===== config.mk =====
export PLATFORM = sky130hd
export DESIGN_NAME = sle_pipe
export DESIGN_NICKNAME = d
export VERILOG_FILES = /design/src/rtl/sle_pipe.sv
export SDC_FILE = /design/constraint.sdc
export NUM_CORES = 1
export LEC_CHECK = 0
export ABC_AREA = 0
export BUFFER_PORTS_ARGS = -buffer_cell sky130_fd_sc_hd__buf_2
export CAP_MARGIN = 20
export CELL_PAD_IN_SITES_DETAIL_PLACEMENT = 1
export CELL_PAD_IN_SITES_GLOBAL_PLACEMENT = 2
export CORE_MARGIN = 10
export CORE_UTILIZATION = 36
export DETAILED_ROUTE_END_ITERATION = 12
export PLACE_DENSITY = 0.84
export SLEW_MARGIN = 20
export SYNTH_ARGS = -nofsm -noshare
export SYNTH_HDL_FRONTEND = slang
export SYNTH_SLANG_ARGS = --single-unit

===== constraint.sdc =====
create_clock -name clk -period 4 [get_ports clk]
set_input_delay 0.2 -clock clk [delete_from_list [all_inputs] [get_ports clk]]
set_output_delay 0.2 -clock clk [all_outputs]
set_load 0.01 [all_outputs]

===== src/rtl/sle_pipe.sv =====
// Elastic DEPTH-stage, WIDTH-bit register pipeline with valid/ready handshakes on both sides.
// Each stage keeps enable and active-low synchronous-load behaviour; empty stages collapse bubbles.
module sle_pipe #(
    parameter int                 WIDTH     = 8,
    parameter int                 DEPTH     = 4,
    parameter logic [WIDTH-1:0]   RESET_VAL = '0
) (
    input  logic                         clk,
    input  logic                         rst,
    input  logic                         en,
    input  logic                         sln,
    input  logic [WIDTH-1:0]             sd,
    input  logic                         in_valid,
    output logic                         in_ready,
    input  logic [WIDTH-1:0]             d,
    output logic                         out_valid,
    input  logic                         out_ready,
    output logic [WIDTH-1:0]             q,
    output logic [$clog2(DEPTH+1)-1:0]   count
);

    localparam int CW = $clog2(DEPTH+1);

    logic [WIDTH-1:0] data_r [DEPTH];
    logic [DEPTH-1:0] v_r;
    logic [DEPTH-1:0] rdy;
    logic [CW-1:0]    cnt_r;
    logic             run;
    logic             push;
    logic             pop;

    // A stage may load when it is empty or anything downstream of it can move.
    always_comb begin
        logic acc;
        acc = out_ready;
        rdy = '0;
        for (int i = DEPTH-1; i >= 0; i--) begin
            acc    = acc | ~v_r[i];
            rdy[i] = acc;
        end
    end

    assign run       = en & sln;
    assign in_ready  = ~rst & run & rdy[0];
    assign push      = in_valid & in_ready;
    assign pop       = v_r[DEPTH-1] & out_ready & run;
    assign out_valid = v_r[DEPTH-1] & en;
    assign q         = data_r[DEPTH-1];
    assign count     = cnt_r;

    always_ff @(posedge clk or posedge rst) begin
        if (rst) begin
            for (int i = 0; i < DEPTH; i++) data_r[i] <= RESET_VAL;
            v_r   <= '0;
            cnt_r <= '0;
        end else if (en) begin
            if (!sln) begin
                for (int i = 0; i < DEPTH; i++) data_r[i] <= sd;
                v_r   <= '0;
                cnt_r <= '0;
            end else begin
                // Data moves with its valid bit, so bubble data also shifts forward.
                if (rdy[0]) begin
                    data_r[0] <= d;
                    v_r[0]    <= in_valid;
                end
                for (int i = 1; i < DEPTH; i++) begin
                    if (rdy[i]) begin
                        data_r[i] <= data_r[i-1];
                        v_r[i]    <= v_r[i-1];
                    end
                end
                if (push && !pop)
                    cnt_r <= cnt_r + CW'(1);
                else if (pop && !push)
                    cnt_r <= cnt_r - CW'(1);
            end
        end
    end

endmodule


## Word level (Yosys, flattened, before mapping)

Cells that the tools add are included.

- Output and inout bits: 13
- Bits in registers: 39
- Word-level logic and storage cells: 54

- Add/subtract/negate cells: 2
- Equality and inequality tests: 5
- Reductions and logical operators: 9
- Muxes and demuxes: 13
- Bitwise logic cells: 16

Operator list:

| kind | number |
|---|---|
| 2-to-1 mux 32 bit | 1 |
| 2-to-1 mux 8 bit | 4 |
| AND reduction 2 bit | 5 |
| 2-to-1 mux 3 bit | 3 |
| inequality test 2 x 1 -> 1 bit, second input constant | 4 |
| bitwise AND 1 bit | 7 |
| inverter 1 bit | 5 |
| 2-to-1 mux 1 bit | 4 |
| 2-to-1 mux 4 bit | 1 |
| bitwise OR 1 bit | 4 |
| adder 3 x 1 -> 3 bit, second input constant | 1 |
| inequality test 3 x 1 -> 1 bit, second input constant | 1 |
| subtractor 3 x 1 -> 3 bit, second input constant | 1 |
| logical AND 1 bit | 2 |
| logical NOT 1 bit | 2 |

## Longest topological paths before layout

Gate-level depths: netlist (run 1).

- Depth in word-level cells: 12
- Gate-level depth with buffers: 7
- Gate-level depth less buffers: 7

## Worst setup path before layout (run 1)

OpenSTA, ideal clock, no wires.

- Path type: reg2reg
- Start point: register v_r[1]
- End point: register cnt_r[2] (netlist: count[2])
- Library setup time: 121 ps
- Slack: 2,030 ps
- Path buffers: 0
- Cell stages (with the launch flop): 8
- Data arrival time: 1,849 ps
- Data required time: 3,879 ps
- Clock period less this slack: 1,970 ps
- Cell sequence: dfrtp_1 > nand3_1 > a21boi_0 > nor3_1 > fa_1 > and4_4 > or3_1 > a22o_1

- Word-level cells in the longest chain between the ends: 9
- Elaborated cells on any way between the ends: 12
- Classes of those cells: 1 x eq/ne; 2 x mux; 5 x bitwise; 4 x reduce/logical

RTL lines:

| element | RTL line | source |
|---|---|---|
| start, declared | 25 | `logic [DEPTH-1:0] v_r;` |
| start signal, assigned by index | 70 | `v_r[i] <= v_r[i-1];` |
| inverter 1 bit * | 38 | `acc = acc \| ~v_r[i];` |
| bitwise OR 1 bit * (2 in series) | 38 |  |
| bitwise AND 1 bit * | 44 | `assign in_ready = ~rst & run & rdy[0];` |
| bitwise AND 1 bit * | 45 | `assign push = in_valid & in_ready;` |
| logical NOT 1 bit | 75 | `else if (pop && !push)` |
| logical AND 1 bit | 75 |  |
| inequality test 3 x 1 -> 1 bit (no source line) | - |  |
| AND reduction 2 bit (no source line) | - |  |
| end signal, assigned | 74 | `cnt_r <= cnt_r + CW'(1);` |
| end signal, assigned | 76 | `cnt_r <= cnt_r - CW'(1);` |
| end, declared | 27 | `logic [CW-1:0] cnt_r;` |

Mark *: on every way between the ends. The rest lies on a longest branch, timed or not.
A chain may end at the register's enable or synchronous reset.

## Worst setup path in the final report (run 1)

- Start point: register v_r[3]
- End point: register cnt_r[2] (netlist: count[2])

- Word-level cells in the longest chain between the ends: 11
- Elaborated cells on any way between the ends: 17
- Classes of those cells: 1 x eq/ne; 2 x mux; 9 x bitwise; 5 x reduce/logical

RTL lines:

| element | RTL line |
|---|---|
| inverter 1 bit | 38 |
| bitwise OR 1 bit (4 in series) | 38 |
| bitwise AND 1 bit | 44 |
| bitwise AND 1 bit | 45 |
| logical NOT 1 bit | 75 |
| logical AND 1 bit | 75 |
| inequality test 3 x 1 -> 1 bit (no source line) | - |
| AND reduction 2 bit (no source line) | - |

Several ways; a longest one is shown, not always the timed one.

==> results of run 1 <==
-- path summary, 6_finish.rpt --
kind | start | end | slack (ns) | depth (start not counted)
worst max-delay path | v_r[3] | count[2] | 1.86 | 6
worst min-delay path | rst | v_r[0] | 0.05 | 3
worst max register to register | v_r[3] | count[2] | 1.86 | 6
worst min register to register | q[4] | q[4] | 0.47 | 2
max in group asynchronous | rst | count[0] | 3.61 | 3
min in group clk | in_valid | v_r[0] | 0.18 | 3
-- power by group --
part / total [mW] / switching (mW) / internal [mW] / leakage [nW]
clock network: 0.296 / 0.139 / 0.157 / 0.0505
logic: 0.152 / 0.0892 / 0.0628 / 0.445
registers: 0.468 / 0.0285 / 0.440 / 0.495
total: 0.916 / 0.257 / 0.659 / 0.990
-- worst reg2reg max path, delay by kind of cell, from the launching register on --
family,cells,cell delay (ns)
and+or+nand+nor,3,0.64
DFF,1,0.54
AOI/OAI and AO/OA,2,0.44
adders and majority gates,1,0.42
-- synthesized netlist by cell type --
| cell type | instances | area [um^2] |
|---|---|---|
| or3_1 | 1 | 6.260 |
| a311oi_1 | 1 | 8.760 |
| o21ai_1 | 2 | 10.01 |
| and3_4 | 1 | 11.26 |
| a21boi_0 | 1 | 7.510 |
| nand3_1 | 1 | 5.000 |
| a22o_1 | 1 | 8.760 |
| clkbuf_1 | 3 | 11.26 |
| nand2b_4 | 1 | 13.76 |
| a21oi_1 | 32 | 160.2 |
| nor4_1 | 1 | 6.260 |
| nand2b_1 | 1 | 6.260 |
| and4_4 | 1 | 11.26 |
| nor2b_1 | 8 | 50.05 |
| or3_4 | 1 | 11.26 |
| o41ai_1 | 1 | 8.760 |
| mux2_2 | 1 | 11.26 |
| and2_4 | 1 | 8.760 |
| or2_2 | 1 | 6.260 |
| nand2_1 | 39 | 146.4 |
| o221ai_1 | 1 | 8.760 |
| nor2_1 | 1 | 3.750 |
| buf_2 | 8 | 40.04 |
| o21ai_0 | 33 | 165.2 |
| o311ai_2 | 1 | 16.27 |
| o21ai_2 | 3 | 26.28 |
| dfrtp_1 | 39 | 975.9 |
| fa_1 | 1 | 20.02 |
| and2_1 | 1 | 6.260 |
| buf_4 | 8 | 60.06 |
| inv_1 | 6 | 22.52 |
| nand3b_4 | 1 | 20.02 |
| nand4_1 | 2 | 12.51 |
| nor3_1 | 2 | 10.01 |
| a32o_1 | 2 | 20.02 |
-- cell type report --
type                    count  area [um^2]
clock buffers               7        96.34
clock inverters             1        7.507
fillers                   658         2958
inverters                   6        22.52
multi-input cells         144        807.0
flip-flops and latches     39        975.9
well taps                  70        87.58
repair buffers             36        185.2
-- stage by stage --
stage	setup slack, ns	cell area, um^2	hold slack, ns
floorplan	2.030	1917	0.3358
global placement	1.783	2078	0.3942
detailed placement	1.705	2078	0.3914
CTS	1.851	2182	0.07226
global route	1.678	2182	0.09779
finish	1.864	2182	0.04522
-- kinds of logic after synthesis --
family / after synthesis / share of synthesized area, %
multiplexers: 1 / 0.5874
buffers and inverters: 25 / 6.984
adder cells (fa/ha/maj): 1 / 1.044
AO/OA/AOI/OAI: 78 / 22.98
flip-flops: 39 / 50.91
AND/OR/NAND/NOR: 64 / 17.49
-- flip-flops by register name, indices dropped and copies added (netlist names) --
name    count
data_r     24
q           8
v_r         4
count       3
-- layer usage --
layer | wire length (um) | vias up
met3 | 284 | 7
met4 | 70 | 0
met2 | 1869 | 31
met1 | 2084 | 697
li1 | - | 759
met5 | 0 | -
==> reports/qor.txt, run 1 <==
status - finished, final reports clean
first-pass GRT wire length - 7603 um
critical path startpoint category - register
post-CTS sizing - 0
worst-path fanout max - 9
Clock Skew - 0.004851 ns
worst path cell trace - a21boi_0 -> nor3_1 -> fa_1 -> and4_4 -> or3_1 -> a22o_1
met1 Use GR - 13.88%
Chip Width - 92.97 um
Mapped Area - 1917 um^2
Inserted Clock Buffers - 5
Hold Vio Cnt, Final - 0
number of vias per cell - 4.931
Placer Congestion - 0.8128
CP Capture Type - register
Hold Buf Count CTS - 0
maximum number of pins on one net before global-route repair - 49
Mapped Cells - 208
IO Count - 35
CTS HTree Levels - 2
Seq/Total Area, Yosys - 50.91%
Initial Util - 37.29%
Max-cap violations - 0
first-iteration detailed-routing DRC count - 72
CP peak stage delay - 0.54 ns
hpwl dp - 3059 um
Post-Place Cells - 295
Total GRT Usage - 10.70%
Critical path buffers and inverters - 0
area grow syn2layout - 13.84%
measured slew at the worst slew-check pin - 0.6944 ns
DRC violations left - 0
root buffer cell - clkbuf_8
Port Buffer Count - 34
Post-CTS Setup Bufs - 0
pwr dens - 419.9 nW/um^2
Mapped Nets - 231
Final Power - 916.2 uW
Worst-path clk slew - 0.07 ns
Pleak - 0.9904 nW
grt peak-use layer - met2
clk sinks - 39
critical path class - reg -> reg
share of cells above drive strength 1 - 24.03%
average wire per standard cell - 14.22 um
Final min period - 2.136 ns
worst vdd ir - 180.8 uV
grt met3 use - 3.757%
Worst path slowest cell - dfrtp_1
CTS tree - built
Mean Syn Cell Area - 9.216 um^2
antenna violations before repair - 0
RSZ-0062 raised after global routing - false
GR Util met2 - 15.89%
Setup TNS Final - 0 ns
Yosys cell types - 35
final setup fails - 0
critical path's top delay family - simple AND/OR/NAND/NOR gates
Die Area - 8643 um^2
area of the core - 5140 um^2
Max clock buf depth - 2
Slew headroom - 53.70%
Tcrit/Tclk final - 53.39%
nets - 255
Critical Path RT - 4.18 ns
number of global-route vias before repair - 1548
most frequent cells in the layout - nand2_1, dfrtp_1, buf_2
Die H - 92.97 um
n_diodes - 0
Final ANT Viol Nets - 0
Yosys reg bits - 39
TritonRoute pass-1 iters - 4
Worst EP arrival - 2.31 ns
grt total ovfl - 0
Finished Layout Cells - 303
Worst-Skew Late Latency - 0.29 ns
vias - 1494
Final Max Slew Viols - 0
FMAX - 468.2 MHz
Rows - 26
Hold WC Path Type - in -> async
synth warn - 0
total wire length - 4309 um
Util after Layout - 42.45%
Note: power is estimated with default switching activity, not from simulation.
==> inputs of run 2 (changes only) <==
CORE_UTILIZATION = 30   (was 36)
PLACE_DENSITY = 0.74   (was 0.84)
clock period = 1.9 ns   (was 4 ns; I/O delays follow)
==> reports/qor.txt, run 2 (synthesis results as in run 1) <==
crit path from - v_r[0]
Chip Width - 99.94 um (+7.5%)
root buffer cell - clkbuf_8
max layer used - met4
Placer Congestion - 0.7758 (-4.6%)
Worst-path clk slew - 0.08 ns (about the same)
clk sinks - 39 (unchanged)
RSZ-0062 raised after global routing - true
average wire per standard cell - 15.42 um (+8.4%)
hpwl dp - 3387 um (+11%)
area grow syn2layout - 23.30%
TritonRoute pass-1 iters - 4 (unchanged)
critical path class - reg -> reg
antenna violations before repair - 0 (unchanged)
Port Buffer Count - 34 (unchanged)
DRC violations left - 0 (unchanged)
Filler cells - 753 (+14%)
length of routed met2 wiring - 2379 um (+27%)
IO Count - 35 (unchanged)
Total GRT Usage - 10.28% (-0.42 points)
grt total ovfl - 0 (unchanged)
first-pass GRT wire length - 8528 um (+12%)
Final Power - 1.917 mW (+110%)
status - finished, final reports clean
measured slew at the worst slew-check pin - 0.5622 ns (-0.1322 ns)
pwr dens - 811.1 nW/um^2 (+93%)
Final ANT Viol Nets - 0 (unchanged)
Critical R2R Capture - count[2]
Hold Vio Cnt, Final - 0 (unchanged)
Worst EP arrival - 2.08 ns (-0.23 ns)
number of vias per cell - 4.831 (-2.0%)
Final min period - 1.856 ns (-0.2801 ns)
FF-to-FF Start - v_r[0]
nets - 271 (+6.3%)
hold path startpoint - d[1]
n_diodes - 0 (unchanged)
Max clock buf depth - 2 (unchanged)
reg2reg setup slack - 0.04 ns (-1.82 ns)
number of global-route vias before repair - 1784 (+15%)
CTS tree - built
critical path startpoint category - register
Max-cap violations - 0 (unchanged)
Worst-Skew Late Latency - 0.29 ns (about the same)
Initial Util - 30.54% (-6.8 points)
largest register by flop count - data_r
vias - 1575 (+5.4%)
total wire length - 5027 um (+17%)
Final Max Slew Viols - 0 (unchanged)
post-route cell area - 2364 um^2 (+8.3%)
FMAX - 538.9 MHz (+15%)
Die H - 99.94 um (+7.5%)
critical path's top delay family - compound AO/OA/AOI/OAI gates
Critical path buffers and inverters - 1 (+1)
final setup fails - 0 (unchanged)
CP peak stage delay - 0.38 ns (-0.16 ns)
maximum number of pins on one net before global-route repair - 48 (-2.0%)
WL met1 - 2360 um (+13%)
met3 WL - 269 um (-5.3%)
Critical Path RT - 2.13 ns (-2.05 ns)
most frequent cells in the layout - nand2_1, dfrtp_1, buf_2
share of cells above drive strength 1 - 30.52% (+6.5 points)
area of the core - 6277 um^2 (+22%)
Finished Layout Cells - 326 (+7.6%)
Pleak - 1.077 nW (+8.8%)
number of flip-flops in the largest register - 24 (unchanged)
Worst path slowest cell - dfrtp_1
Worst R2R Path Depth - 8 (+2)
worst path cell trace - nand3_2 -> a21boi_2 -> nor3_2 -> fa_2 -> and4_4 -> buf_6 -> o41ai_2 -> a22o_1
CP Capture Type - register
Rows - 29 (+12%)
Clock Skew - 0.007188 ns (+0.002338 ns)
first-iteration detailed-routing DRC count - 63 (-13%)
worst vdd ir - 411.9 uV (+130%)
Util after Layout - 37.65% (-4.8 points)
Tcrit/Tclk final - 97.66% (+44 points)
Placement Cell Area - 2190 um^2 (+5.4%)
CTS HTree Levels - 2 (unchanged)
Hold Path Cell Cnt - 3
Die Area - 9987 um^2 (+16%)
Slew headroom - 62.43% (+8.7 points)
Inserted Clock Buffers - 5 (unchanged)
worst-path fanout max - 2 (-7)
Worst Hold End - data_r[25]
Hold WC Path Type - in -> reg
Post-Place Cells - 312 (+5.8%)
==> run 2: cell count changes in the layout (fill, tap and decap cells not counted), moves of 2 or more <==
| cell | before | now |
|---|---|---|
| buf_4 | 2 | 14 |
| nor3_1 | 2 | 0 |
| nor3_2 | 0 | 2 |
| buf_12 | 0 | 2 |
| clkbuf_1 | 0 | 2 |
| clkbuf_8 | 7 | 5 |
==> run 2: area by class of cell <==
| type | count | area (um^2) | area share (%) |
|---|---|---|---|
| clock inverters | 1 | 5.005 | 0.2118 |
| inverters | 6 | 22.52 | 0.9529 |
| clock buffers | 7 | 76.32 | 3.229 |
| well taps | 77 | 96.34 | 4.076 |
| flip-flops and latches | 39 | 975.9 | 41.29 |
| multi-input cells | 144 | 850.8 | 36.00 |
| repair buffers | 52 | 336.6 | 14.24 |
==> run 2: metal layers <==
layer	up-vias	global-route usage, %
li1	789	-
met1	754	12.35
met2	30	17.07
met3	2	3.571
met4	0	2.646
met5	-	0
==> run 2: stage by stage <==
stage / hold slack, ns / setup WS (ns) / setup TNS [ns]
after floorplan: 0.2308 / 0.008976 / 0
after global placement: 0.2847 / 0.01217 / 0
after detailed placement: 0.2875 / -0.02374 / -0.02374
after CTS: 0.08222 / -0.003112 / -0.003112
after global routing: 0.1153 / -0.05102 / -0.05102
final: 0.08535 / 0.04438 / 0
==> run 2: repair_timing <==
action	CTS	global route
hold buffers	1	0
gates resized for setup	4	4
pin swaps	7	7
buffers inserted	4	1
endpoints found under the setup margin	1	1
endpoints found under the hold margin	39	0
==> run 2: tightest hold or removal path: stages <==
cell and delay [ns]:
buf_2 0.08, a21oi_1 0.05, o21ai_1 0.11
==> run 2: power by group <==
| group | switching [mW] | leakage (nW) | internal [mW] |
|---|---|---|---|
| registers | 0.0549 | 0.495 | 0.926 |
| clock network | 0.290 | 0.0422 | 0.258 |
| logic | 0.219 | 0.540 | 0.169 |
| total | 0.564 | 1.08 | 1.35 |
==> run 2: worst max path at each step <==
stage / cells after the start / slack [ns] / to
final: 8 / 0.04 / count[2]
after global routing: 8 / -0.05 / count[2]
after CTS: 7 / -0.003 / count[2]
after detailed placement: 7 / -0.02 / count[2]
after global placement: 7 / 0.01 / count[2]
after floorplan: 7 / 0.009 / count[2]
==> inputs of run 3 (changes only) <==
SETUP_SLACK_MARGIN = 0.15   (was unset)
==> reports/qor.txt, run 3 (synthesis results as in run 1) <==
FMAX - 530.4 MHz (-1.6%)
Setup WS pre-CTS - 0.03097 ns (+0.05471 ns)
CTS tree - built
Hold WC Path Type - in -> reg
sequential power share - 51.5% (+0.3 points)
first-pass GRT wire length - 7969 um (-6.6%)
worst-path fanout max - 3 (+1)
Worst EP arrival - 2.07 ns (about the same)
measured slew at the worst slew-check pin - 0.5128 ns (-0.04947 ns)
Clock Power Share - 29.6% (+1.0 points)
antenna violations before repair - 0 (unchanged)
Sw Share - 29.38% (about the same)
number of global-route vias before repair - 1717 (-3.8%)
area of the core - 6277 um^2 (unchanged)
Post-Place Cells - 315 (+0.96%)
Psw - 557.2 uW (-1.1%)
largest register by flop count - data_r
Finished Layout Cells - 324 (-0.61%)
footprint of the multi-input gates - 814.5 um^2 (-4.3%)
final setup fails - 0 (unchanged)
Worst-path clk slew - 0.08 ns (about the same)
critical path class - reg -> reg
Die H - 99.94 um (unchanged)
area grow syn2layout - 19.32%
grt total ovfl - 0 (unchanged)
number of flip-flops in the largest register - 24 (unchanged)
FF+latch area - 975.9 um^2 (unchanged)
first-iteration detailed-routing DRC count - 60 (-4.8%)
Comb pwr share - 19.0% (-1.3 points)
average wire per standard cell - 14.31 um (-7.2%)
clk sinks - 39 (unchanged)
Die Area - 9987 um^2 (unchanged)
Critical Path RT - 2.09 ns (-0.04 ns)
Filler cells - 762 (+1.2%)
TritonRoute pass-1 iters - 3 (-1)
most frequent cells in the layout - nand2_1, dfrtp_1, buf_2
Initial Util - 30.54% (unchanged)
share of cells above drive strength 1 - 28.34% (-2.2 points)
Max-cap violations - 0 (unchanged)
Clock Skew - 0.007262 ns (+0.00007353 ns)
Port Buffer Count - 34 (unchanged)
Final min period - 1.885 ns (+0.02978 ns)
Placement Cell Area - 2192 um^2 (+0.11%)
Total GRT Usage - 9.730% (-0.55 points)
Placer Congestion - 0.7559 (-2.6%)
root buffer cell - clkbuf_8
pwr dens - 829.2 nW/um^2 (+2.2%)
Setup TNS Final - 0 ns (unchanged)
vias - 1568 (-0.44%)
maximum number of pins on one net before global-route repair - 48 (unchanged)
RSZ-0062 raised after global routing - true
Final Max Slew Viols - 0 (unchanged)
final worst slack - 0.01460 ns (-0.02978 ns)
Hold Vio Cnt, Final - 0 (unchanged)
total wire length - 4637 um (-7.8%)
CTS HTree Levels - 2 (unchanged)
hpwl dp - 3339 um (-1.4%)
number of vias per cell - 4.840 (+0.17%)
critical path startpoint category - register
status - finished, final reports clean
Min Hold Slack - 0.06748 ns (-0.01787 ns)
Pint - 1.339 mW (-1.0%)
IO Count - 35 (unchanged)
CP Capture Type - register
Max clock buf depth - 2 (unchanged)
Final ANT Viol Nets - 0 (unchanged)
Worst-Skew Late Latency - 0.30 ns (about the same)
Slew headroom - 65.82% (+3.4 points)
Chip Width - 99.94 um (unchanged)
DRC violations left - 0 (unchanged)
Pleak - 1.049 nW (-2.6%)
post-route cell area - 2287 um^2 (-3.2%)
Inserted Clock Buffers - 5 (unchanged)
Tcrit/Tclk final - 99.23% (+1.6 points)
nets - 269 (-0.74%)
worst vdd ir - 278.8 uV (-32%)
n_diodes - 0 (unchanged)
Rows - 29 (unchanged)
## run 3: power groups by stage
stage,clock network (mW),registers (mW),logic [mW]
after CTS,0.583,0.979,0.372
after detailed placement,0,0.996,0.369
final,0.561,0.976,0.360
after global placement,0,0.991,0.362
after global routing,0.603,0.992,0.417
after floorplan,0,0.995,0.244
## run 3: cell type report
type                    instances  area share [%]
clock inverters                 2          0.5470
multi-input cells             144           35.61
inverters                       6          0.9847
well taps                      77           4.212
flip-flops and latches         39           42.67
clock buffers                   6           3.173
repair buffers                 50           12.80
## run 3: critical path: stages, from the launching register on
cell	delay [ns]
dfrtp_1	0.37
nand3_2	0.09
a21boi_1	0.12
nor3_1	0.07
fa_2	0.36
and4_4	0.19
or3_1	0.36
a22o_1	0.21
## run 3: routing by layer
metal | up-vias | routed length (um) | global-route usage, %
met5 | - | 0 | 0
li1 | 785 | - | -
met3 | 6 | 269 | 3.503
met1 | 751 | 2213 | 11.76
met2 | 26 | 2090 | 15.48
met4 | 0 | 64 | 3.638
## run 3: path summary, 6_finish.rpt
path	end	slack [ns]	cells after the start	from
worst max register to register	count[2]	0.01	7	v_r[1]
min in group asynchronous	v_r[0]	0.49	4	rst
worst max-delay path	count[2]	0.01	7	v_r[1]
worst min register to register	q[3]	0.48	2	q[3]
max in group asynchronous	data_r[9]	1.05	4	rst
worst min-delay path	v_r[0]	0.07	3	in_valid
## run 3: metrics by stage
step | util (%) | power, mW
global route | 36.44 | 2.012
floorplan | - | 1.240
CTS | 36.44 | 1.934
global placement | 34.92 | 1.353
detailed placement | 34.92 | 1.364
finish | 36.44 | 1.897
## run 3: what timing repair did
action,4_1_cts,5_1_grt
pin swaps,0,0
setup buffers,0,0
endpoints found under the setup margin,2,2
hold buffers,1,0
resized for setup,0,0
hold endpoints to repair,39,0
